--- src/rtl/jk_bank_arbiter.sv ---
// jk_bank_arbiter: two-requester arbiter over a master/slave JK register bank (clk, rst, req/op/mask per requester -> gnt, q/q_bar, done, busy; optional parity when JK_BANK_PARITY_EN is defined)
module jk_bank_arbiter #(
  parameter int WIDTH = 8
) (
  input  logic             clk,
  input  logic             rst,
  input  logic             req_a,
  input  logic             req_b,
  input  logic [1:0]       op_a,
  input  logic [1:0]       op_b,
  input  logic [WIDTH-1:0] mask_a,
  input  logic [WIDTH-1:0] mask_b,
  output logic             gnt_a,
  output logic             gnt_b,
  output logic [WIDTH-1:0] q,
  output logic [WIDTH-1:0] q_bar,
  output logic             done,
  output logic             busy
`ifdef JK_BANK_PARITY_EN
  ,
  output logic             parity
`endif
);
  typedef enum logic [1:0] {IDLE, MASTER, SLAVE} state_t;
  state_t state, state_nx;
  logic start, pick_b, last_b;
  logic [1:0] op_l;
  logic [WIDTH-1:0] mask_l, m, op_val, m_nx;
  assign start = (state == IDLE) && (req_a || req_b);
  assign pick_b = req_b && (!req_a || !last_b);
  assign busy = state != IDLE;
  assign q_bar = ~q;
  always_comb begin
    state_nx = (state == IDLE) ? ((req_a || req_b) ? MASTER : IDLE) : (state == MASTER) ? SLAVE : IDLE;
    op_val = (op_l == 2'b00) ? q : (op_l == 2'b01) ? '0 : (op_l == 2'b10) ? '1 : ~q;
    m_nx = (mask_l & op_val) | (~mask_l & q);
  end
  always_ff @(posedge clk)
    state <= rst ? IDLE : state_nx;
  always_ff @(posedge clk) begin
    if (rst) begin
      q <= '0;
      m <= '0;
      gnt_a <= 1'b0;
      gnt_b <= 1'b0;
      done <= 1'b0;
      last_b <= 1'b1;
      op_l <= 2'b00;
      mask_l <= '0;
    end else begin
      gnt_a <= start && !pick_b;
      gnt_b <= start && pick_b;
      done <= state == SLAVE;
      if (start) begin
        op_l <= pick_b ? op_b : op_a;
        mask_l <= pick_b ? mask_b : mask_a;
        last_b <= pick_b;
      end
      if (state == MASTER) m <= m_nx;
      if (state == SLAVE) q <= m;
    end
  end
`ifdef JK_BANK_PARITY_EN
  always_ff @(posedge clk)
    parity <= rst ? 1'b0 : (state == SLAVE) ? ^m : parity;
`endif
endmodule

--- config.mk ---
export PLATFORM = sky130hd
export DESIGN_NAME = jk_bank_arbiter
export DESIGN_NICKNAME = d
export VERILOG_FILES = /design/src/rtl/jk_bank_arbiter.sv
export SDC_FILE = /design/constraint.sdc
export NUM_CORES = 1
export LEC_CHECK = 0
export CAP_MARGIN = 0
export CORE_ASPECT_RATIO = 1.2
export CORE_MARGIN = 2
export CORE_UTILIZATION = 48
export CTS_CLUSTER_SIZE = 20
export DETAILED_ROUTE_END_ITERATION = 8
export PLACE_DENSITY = 0.81
export SYNTH_ARGS = -nofsm -noshare
export SYNTH_HDL_FRONTEND = slang
export SYNTH_SLANG_ARGS = --single-unit
--- constraint.sdc ---
create_clock -name clk -period 3.3 [get_ports clk]
set_input_delay 0.66 -clock clk [delete_from_list [all_inputs] [get_ports clk]]
set_output_delay 0.66 -clock clk [all_outputs]
set_load 0.01 [all_outputs]
; Word level (Yosys, flattened, before mapping)
; Cells that the tools add are included.
[op_classes]
div = 0
bitwise_logic = 5
addsub = 0
n_mux = 8
shifts = 0
magnitude_cmp = 0
reduce_logical = 12
mul = 0
eq_ne = 4
[op_table]
columns = cell, n
row1 = two-way mux 8 bit, 4
row2 = bitwise AND 8 bit, 2
row3 = NOT 8 bit, 2
row4 = bitwise OR 8 bit, 1
row5 = two-way mux 2 bit, 3
row6 = == test 2 x 1 -> 1 bit (second input constant), 2
row7 = == test 2 bit (second input constant), 2
row8 = logical AND 1 bit, 4
row9 = logical NOT 2 bit, 2
row10 = logical NOT 1 bit, 3
row11 = logical OR 1 bit, 2
row12 = nonzero test 2 bit, 1
row13 = two-way mux 1 bit, 1
[word_totals]
mem_count = 0
elab_cells = 38
latchBits = 0
romBits = 0
ramBits = 0
register_bits = 32

; Logic depth before layout (Yosys ltp)
; Gate-level depths: netlist (run 1).
[logic_depth]
word_depth = 6
depth_mapped = 5

; Least setup slack after synthesis (run 1)
; OpenSTA, ideal clock, no wires.
[synth_path]
kind = input -> register
startpoint = input port rst
endpoint = register mask_l[0]
path_slack_ns = 1.746
path_buffers = 2
cell_stages = 5
setup_ns = 0.059
arrival_time_ns = 1.494
path_cell_list = buf_2 > or3_1 > clkbuf_1 > nor3_1 > a221o_1
[synth_rtl]
columns = element, line_no
row1 = "start, declared", 6  ; input logic rst,
row2 = "end signal, assigned", 56  ; mask_l <= pick_b ? mask_b : mask_a;
row3 = "end, declared", 28  ; logic [WIDTH-1:0] mask_l, m, op_val, m_nx;

; Worst setup path in the final report (run 1)
[layout_path]
startpoint = register state[0]
endpoint = output port busy
[layout_between]
elab_chain_len = 1
[layout_rtl]
columns = element, line_no
row1 = "start, declared", 25  ; state_t state, state_nx;
row2 = "start signal, assigned", 39  ; state <= rst ? IDLE : state_nx;
row3 = nonzero test 2 bit, 31  ; assign busy = state != IDLE;
row4 = "end, declared", 18  ; output logic busy
; No other way between the ends.

==> flow_summary.toml, run 1 <==
[sta]
finalSetupViolCount = 0
finalMaxSlewViolations = 0
fmax_ghz = 0.445
max-slew-margin-rel_pct = 55.2
clock_skew_ns = 0.00162
whs_ns = 0.460
rsz0062_at_grt = "no"
layout_min_cycle_time_ns = 2.25
tns_ns = 0
hold_viol = 0
worst_pin_slew_ns = 0.672
fin_crit_sh_pct = 68.1

[clock_tree]
ctsResizeCount = 0
htreeDepth = 2
hold_buffers = 0
cts_root_buffer = "clkbuf_4"
clk_pin_slew_worst_paths_ns = 0.09
insertion_delay_ns = 0.32
post_cts_buffers = 0
ctsLongestPathBuffers = 2
cts_tree = "done"
cts_sinks = 32
numCtsBuffers = 5

[worst_setup_path]
endpoint_kind = "primary output"
cp_max_fo = 9
worstSetupPathType = "reg -> out"
cpPeakStageDelay_ns = 0.56
worstSetupStartpointType = "flip-flop"
r2r_end = "m[2]"
arrival_ns = 1.59
cp.required_ns = 2.64
worstRegToRegCells = 3
rrSetupSlack_ns = 1.71
r2r_start = "state[0]"
slowest_stage = "clkdlybuf4s50_1"
path_cells = "nor2_2 -> inv_2 -> clkdlybuf4s50_1"

[cells_and_area]
stdcell_area_sq_mm = 0.00185
multi_input_area_sq_um = 612
fin_nets = 226
final_cell_mix = "clkdlybuf4s50_1, dfxtp_1, nand2_1, a21oi_1, inv_1"
syn2layout_area_growth_pct = 36.2
regArea_sq_um = 641
fill_cells = 236
drive_above_1_share_pct = 6.93
final_common_cell = "clkdlybuf4s50_1"
insertedDiodeCount = 0
final_util_pct = 67.7

[logic_synthesis]
synthCells = 161
syn-cell-area_sq_mm = 0.00136
syn-num-nets = 185
synth-seq-cells = 32
synth.yosys.seq_area_share_pct = 47.1
yosysUniqueCellTypes = 27
yosysWarnings = 0
avgSynthCellArea_sq_um = 8.44

[power_and_ir_drop]
leakagePower_nw = 0.634
p_sw_uw = 195
p_int_uw = 580
comb_power_share_pct = 13.6
clockPowerShare_pct = 31.5
seq_power_share_pct = 54.8
ir_drop_v = 0.000246
p_per_area_mw_per_mm2 = 419
swShare_pct = 25.2

[placed_design]
dpl.hpwl_microns = 2350
place_area_sq_mm = 0.00179
port_buffers = 43
gp_congestion = 0.761

[route]
vias = 1341
antenna_left = 0
drt_iter0_markers = 41
wl_per_cell_microns = 13.9
drt_pass1_iterations = 4
drt_wl_total_microns = 3270
vias_per_cell = 5.68
drc_errors = 0

[floorplan]
die_area_sq_mm = 0.00327
num_io_pins = 44
dieWidth_microns = 52.6
coreArea_sq_mm = 0.00273
rows = 21
die_h_microns = 62.3
start_util_pct = 49.7

[hold_path]
hold_class = "reg -> reg"
hold-path-endpoint = "m[6]"
hold_start = "m[6]"
min_path_cells = 2

[global_routing]
grt_first_pass_wirelength_microns = 5490
grt_antenna_before_repair = 0
grt-ovfl-total = 0
grt_pass1_vias = 1246
grt_max_degree = 19
grt_util_all_layers_pct = 22.2

[run_status]
status = "finished, final reports clean"

[run]
maxCapViolCount = 0
==> critical path, delay by kind of cell (launching register included) <==
family                 cells  cell delay (ns)
buffers and inverters      2             0.71
flip-flops                 1             0.44
AND/OR/NAND/NOR            1             0.11
==> synthesized netlist by cell type <==
cell | n | area share, %
a21oi_1 | 24 | 8.8
nor3b_1 | 2 | 1.1
o21ba_2 | 1 | 0.74
or3_1 | 1 | 0.46
and2b_1 | 1 | 0.55
o21ai_0 | 5 | 1.8
inv_2 | 1 | 0.28
a311o_1 | 8 | 5.9
nor2_2 | 1 | 0.46
nand3_1 | 10 | 3.7
nor3_1 | 6 | 2.2
inv_1 | 13 | 3.6
clkbuf_1 | 6 | 1.7
a211o_1 | 1 | 0.64
a31oi_1 | 5 | 2.3
buf_2 | 1 | 0.37
nor3b_4 | 1 | 1.4
dfxtp_1 | 32 | 47
nand2b_1 | 3 | 1.4
nor2_1 | 4 | 1.1
a221o_1 | 5 | 3.7
buf_6 | 2 | 1.7
nand2_1 | 24 | 6.6
or3b_4 | 1 | 0.83
a21bo_2 | 1 | 0.74
buf_1 | 1 | 0.28
a21boi_0 | 1 | 0.55
==> metal layers <==
metal / share of wire (%) / vias up / global-route usage, % / wire, microns
met5: 0 / - / 0 / 0
met4: 1.4 / 0 / 6.73 / 46
met3: 5.7 / 6 / 6.49 / 188
met2: 53 / 48 / 39.7 / 1740
met1: 40 / 640 / 24.3 / 1300
li1: - / 647 / - / -
==> worst max-delay path by stage <==
stage | from | end
after floorplan | rst | mask_l[0]
after global placement | rst | mask_l[6]
after detailed placement | rst | mask_l[6]
after CTS | state[0] | busy
after global routing | state[0] | busy
final | state[0] | busy
==> logic make-up (layout without fill, tap and decap cells) <==
family,count (synthesis),in the layout,synth area share (%)
flops,32,32,47.1
buf+inv,24,65,7.83
compound gates,51,51,25.2
simple gates,54,54,19.8
==> per-stage QoR <==
stage / cells / worst slack (ns) / total power, mW
4_1_cts: 236 / 1.05 / 0.777
3_5_place_dp: 229 / 1.10 / 0.538
6_report: 236 / 1.05 / 0.775
3_3_place_gp: 229 / 1.19 / 0.535
2_1_floorplan: 161 / 1.75 / 0.490
5_1_grt: 236 / 0.955 / 0.807
==> power groups by stage <==
| stage | Clock, mW | Combinational, mW | Sequential, mW |
|---|---|---|---|
| after floorplan | 0 | 0.0669 | 0.423 |
| after global placement | 0 | 0.102 | 0.433 |
| after detailed placement | 0 | 0.105 | 0.433 |
| after CTS | 0.247 | 0.106 | 0.424 |
| after global routing | 0.265 | 0.115 | 0.428 |
| final | 0.244 | 0.106 | 0.425 |
==> sequential cells by signal, summed over array words and instances (netlist names) <==
signal  flops
state       2
op_l        2
mask_l      8
q           8
gnt_b       1
done        1
last_b      1
m           8
gnt_a       1
==> final cells by class <==
type                            instances  share of cell area, %
Timing Repair Buffer                   44                   23.7
Tap cell                               34                   2.30
Sequential cell                        32                   34.6
Multi-Input combinational cell        105                   33.1
Inverter                               14                   2.84
Clock buffer                            7                   3.52
Note: power is estimated with default switching activity, not from simulation.
==> inputs of run 2 (changes only) <==
- CORE_UTILIZATION: 48 -> 40
- PLACE_DENSITY: 0.81 -> 0.72
- clock period: 3.3 -> 2.05 ns (I/O delays scaled with it)
==> run 2 against run 1 <==
Against the previous run: combinational power is 62% higher; critical endpoint unchanged; register-to-register slack got worse by 1.2 ns; first-iteration DRC count down 4.9%; global-route usage shrank 5.4 points; sequential power up 61%; clock skew rose by 0.0015 ns; count of clock-buffer cells in the layout stayed put.
==> flow_summary.toml, run 2 (synthesis gave the netlist of run 1 again) <==
[floorplan]
dieWidth_microns = 57.2
start_util_pct = 41.1
rows = 23
die_h_microns = 67.8
coreArea_sq_mm = 0.00331
die_area_sq_mm = 0.00388
num_io_pins = 44

[power_and_ir_drop]
p_per_area_mw_per_mm2 = 723
power_mw = 1.37
leakagePower_nw = 0.657
ir_drop_v = 0.000501

[global_routing]
use_met3_pct = 2.27
grt_max_degree = 25
grt_antenna_before_repair = 0
top_usage_layer = "met2"
grt_first_pass_wirelength_microns = 4940
met2_usage_pct = 31.0
grt_util_all_layers_pct = 16.8
met1_usage_pct = 18.0
grt_pass1_vias = 1126
grt-ovfl-total = 0

[cells_and_area]
final_cell_mix = "clkdlybuf4s50_1, dfxtp_1, nand2_1, a21oi_1, inv_1"
insertedDiodeCount = 0
final_common_cell = "clkdlybuf4s50_1"
drive_above_1_share_pct = 7.84
fin_nets = 228
fin_cells = 241
syn2layout_area_growth_pct = 39.9
final_util_pct = 57.4
top_regs = "m x8, mask_l x8, q x8"

[sta]
fin_crit_sh_pct = 96.0
finalMaxSlewViolations = 0
max-slew-margin-rel_pct = 59.0
hold_viol = 0
tns_ns = 0
finalSetupViolCount = 0
clock_skew_ns = 0.00317
rsz0062_at_grt = "no"
fmax_ghz = 0.508
worst_pin_slew_ns = 0.615
layout_min_cycle_time_ns = 1.97

[worst_setup_path]
arrival_ns = 1.56
cp_max_fo = 9
worstSetupStartpointType = "flip-flop"
endpoint_kind = "primary output"
worstSetupPathType = "reg -> out"
cp.required_ns = 1.64

[route]
vias_per_cell = 5.30
drt_pass1_iterations = 4
vias = 1278
antenna_left = 0
drt_iter0_markers = 39
wl_per_cell_microns = 13.3
drt_wl_total_microns = 3220
drc_errors = 0

[run_status]
status = "finished, final reports clean"

[placed_design]
placedCellCount = 234
port_buffers = 43
dpl.hpwl_microns = 2370
gp_congestion = 0.716

[clock_tree]
clk_pin_slew_worst_paths_ns = 0.06
cts_root_buffer = "clkbuf_8"
cts_tree = "done"
htreeDepth = 2
ctsLongestPathBuffers = 2
hold_buffers = 0
cts_sinks = 32
insertion_delay_ns = 0.28
post_cts_buffers = 0
ctsResizeCount = 0
numCtsBuffers = 5

[hold_path]
hold_class = "reg -> reg"

[run]
maxCapViolCount = 0
[run 2: cell count changes in the layout (fill, tap and decap cells not counted)]
cell	previous run	this run
buf_4	1	3
clkbuf_4	5	0
clkbuf_8	2	7
[run 2: per-layer routing]
metal	vias up	share of wire, %
met1	582	43
met5	-	0
met2	34	50
met3	10	3.5
met4	0	3.3
li1	652	-
[run 2: worst max-delay path: stages, from the launching register on]
cell	delay, ns
dfxtp_1	0.45
nor2_2	0.12
inv_2	0.14
clkdlybuf4s50_1	0.56
[run 2: per-stage QoR]
step | instance area [sq um] | worst slack [ns] | hold slack (ns)
final | 1900 | 0.0815 | 0.450
after global routing | 1900 | 0.0293 | 0.472
after CTS | 1900 | 0.0807 | 0.454
after detailed placement | 1800 | 0.136 | 0.445
after global placement | 1800 | 0.199 | 0.435
after floorplan | 1360 | 0.746 | 0.432
[run 2: final timing paths]
path	startpoint	endpoint	slack, ns	cells after the start
setup / recovery	state[0]	busy	0.08	3
setup reg to reg	state[0]	m[5]	0.55	3
hold / removal	m[6]	m[6]	0.45	2
hold reg to reg	m[6]	m[6]	0.45	2
[run 2: layout make-up]
| cell class | instances | area, sq um |
|---|---|---|
| fill | 289 | 1410 |
| sequential | 32 | 641 |
| multi-input combinational | 105 | 612 |
| timing repair buffer | 46 | 453 |
| clock buffer | 7 | 96.3 |
| inverter | 14 | 52.6 |
| tap | 37 | 46.3 |
[run 2: report_power, final]
part,total [mW],internal (mW),switching [mW]
Combinational,0.172,0.0927,0.0793
Clock,0.517,0.299,0.218
Sequential,0.685,0.651,0.0336
==> inputs of run 3 (changes only) <==
- clock period: 2.05 -> 1.7 ns (I/O delays scaled with it)
==> run 3 against run 2 <==
Against the previous run: worst setup slack improved by 0.022 ns; register-to-register slack got worse by 0.31 ns; final area up 1.6%; clock power increased by 19%; critical endpoint is now q[1]; via count increased by 1.6%; combinational power up 26%; largest cell class unchanged; worst hold slack about the same; largest power group unchanged; highest routed layer unchanged; first-iteration DRC count rose by 38%; sequential cell count stayed put.
==> flow_summary.toml, run 3 (synthesis gave the netlist of run 1 again) <==
[run_status]
status = "finished, final reports clean"

[route]
vias_per_cell = 5.30
drc_errors = 0
drt_pass1_iterations = 4
antenna_left = 0
vias = 1298
drt_iter0_markers = 54
wl_per_cell_microns = 13.0
drt_wl_total_microns = 3190

[sta]
hold_viol = 0
fin_crit_sh_pct = 93.9
whs_ns = 0.450
layout_min_cycle_time_ns = 1.60
clock_skew_ns = 0.00428
fmax_ghz = 0.626
worst_pin_slew_ns = 0.642
finalSetupViolCount = 0
rsz0062_at_grt = "no"
max-slew-margin-rel_pct = 57.2
finalMaxSlewViolations = 0

[hold_path]
hold_class = "reg -> reg"
hold_start = "m[6]"
min_path_cells = 2
hold-path-endpoint = "m[6]"

[cells_and_area]
top_regs = "m x8, mask_l x8, q x8"
drive_above_1_share_pct = 10.6
fin_cells = 245
syn2layout_area_growth_pct = 42.2
final_cell_mix = "clkdlybuf4s50_1, dfxtp_1, nand2_1, a21oi_1, inv_1"
fin_nets = 232
stdcell_area_sq_mm = 0.00193
final_common_cell = "clkdlybuf4s50_1"
insertedDiodeCount = 0

[worst_setup_path]
r2r_start = "state[1]"
cp.required_ns = 1.36
r2r_end = "m[1]"
crit_cells = 1
rrSetupSlack_ns = 0.24
worstSetupStartpointType = "flip-flop"
worstRegToRegCells = 3
worst-path-buf-inv = 1
cpPeakStageDelay_ns = 0.57
slowest_stage = "clkdlybuf4s50_1"
cp_max_fo = 5
endpoint_kind = "primary output"
worstSetupPathType = "reg -> out"
arrival_ns = 1.26
path_cells = "clkdlybuf4s50_1"
critPathTopFamily = "buffers and inverters"

[run]
maxCapViolCount = 0

[clock_tree]
clk_pin_slew_worst_paths_ns = 0.06
cts_sinks = 32
ctsLongestPathBuffers = 2
post_cts_buffers = 0
htreeDepth = 2
numCtsBuffers = 5
cts_root_buffer = "clkbuf_8"
cts_tree = "done"
insertion_delay_ns = 0.27

[global_routing]
grt_pass1_vias = 1150
grt_util_all_layers_pct = 16.9
grt-ovfl-total = 0
grt_first_pass_wirelength_microns = 5130
grt_antenna_before_repair = 0
grt_max_degree = 26

[placed_design]
port_buffers = 43
placedCellCount = 238
gp_congestion = 0.797
place_area_sq_mm = 0.00183
dpl.hpwl_microns = 2340

[floorplan]
rows = 23
num_io_pins = 44
start_util_pct = 41.1
die_h_microns = 67.8
dieWidth_microns = 57.2
die_area_sq_mm = 0.00388
coreArea_sq_mm = 0.00331

[power_and_ir_drop]
leakagePower_nw = 0.679
power_mw = 1.66
ir_drop_v = 0.000602
p_per_area_mw_per_mm2 = 858
-- run 3: changes by cell type in the layout (fill, tap and decap cells not counted) --
cell,before,now
buf_4,3,7
dfxtp_1,32,30
dfxtp_2,0,2
clkdlybuf4s50_1,43,42
dlygate4sd2_1,0,1
-- run 3: routing by layer --
layer / GRT usage, % / part of all wire (%)
met2: 31.9 / 52
met1: 19.1 / 45
met5: 0 / 0
met3: 3.40 / 2.8
met4: 5.23 / 0.66
-- run 3: metrics by stage --
stage | utilization [%] | setup TNS [ns] | worst slack, ns
after global placement | 55.4 | -0.103 | -0.0208
after global routing | 58.4 | 0 | 0.0653
final | 58.4 | 0 | 0.103
after floorplan | - | 0 | 0.401
after CTS | 58.4 | 0 | 0.0977
after detailed placement | 55.4 | -0.263 | -0.0609
-- run 3: report_power, final --
group	internal [mW]	total (mW)	switching [mW]
logic	0.118	0.216	0.0981
registers	0.786	0.825	0.0391
clock network	0.360	0.616	0.256
total	1.26	1.66	0.394
-- run 3: repair_timing --
action | in CTS | in global routing
endpoints found under the setup margin | 1 | 0
gates resized for setup | 3 | 0
hold buffers | 0 | 0
-- run 3: worst max path at each step --
stage	startpoint	to	slack (ns)
final	q[1]	q[1]	0.10
after global routing	q[1]	q[1]	0.07
after detailed placement	req_a	mask_l[6]	-0.06
after CTS	q[1]	q[1]	0.1
after global placement	req_a	mask_l[0]	-0.02
after floorplan	state[0]	mask_l[0]	0.40
-- run 3: cell type report --
| type | count | area [sq um] |
|---|---|---|
| clock buffers | 7 | 96.3 |
| fillers | 295 | 1380 |
| multi-input cells | 105 | 612 |
| flip-flops and latches | 32 | 643 |
| inverters | 14 | 52.6 |
| well taps | 37 | 46.3 |
| repair buffers | 50 | 482 |
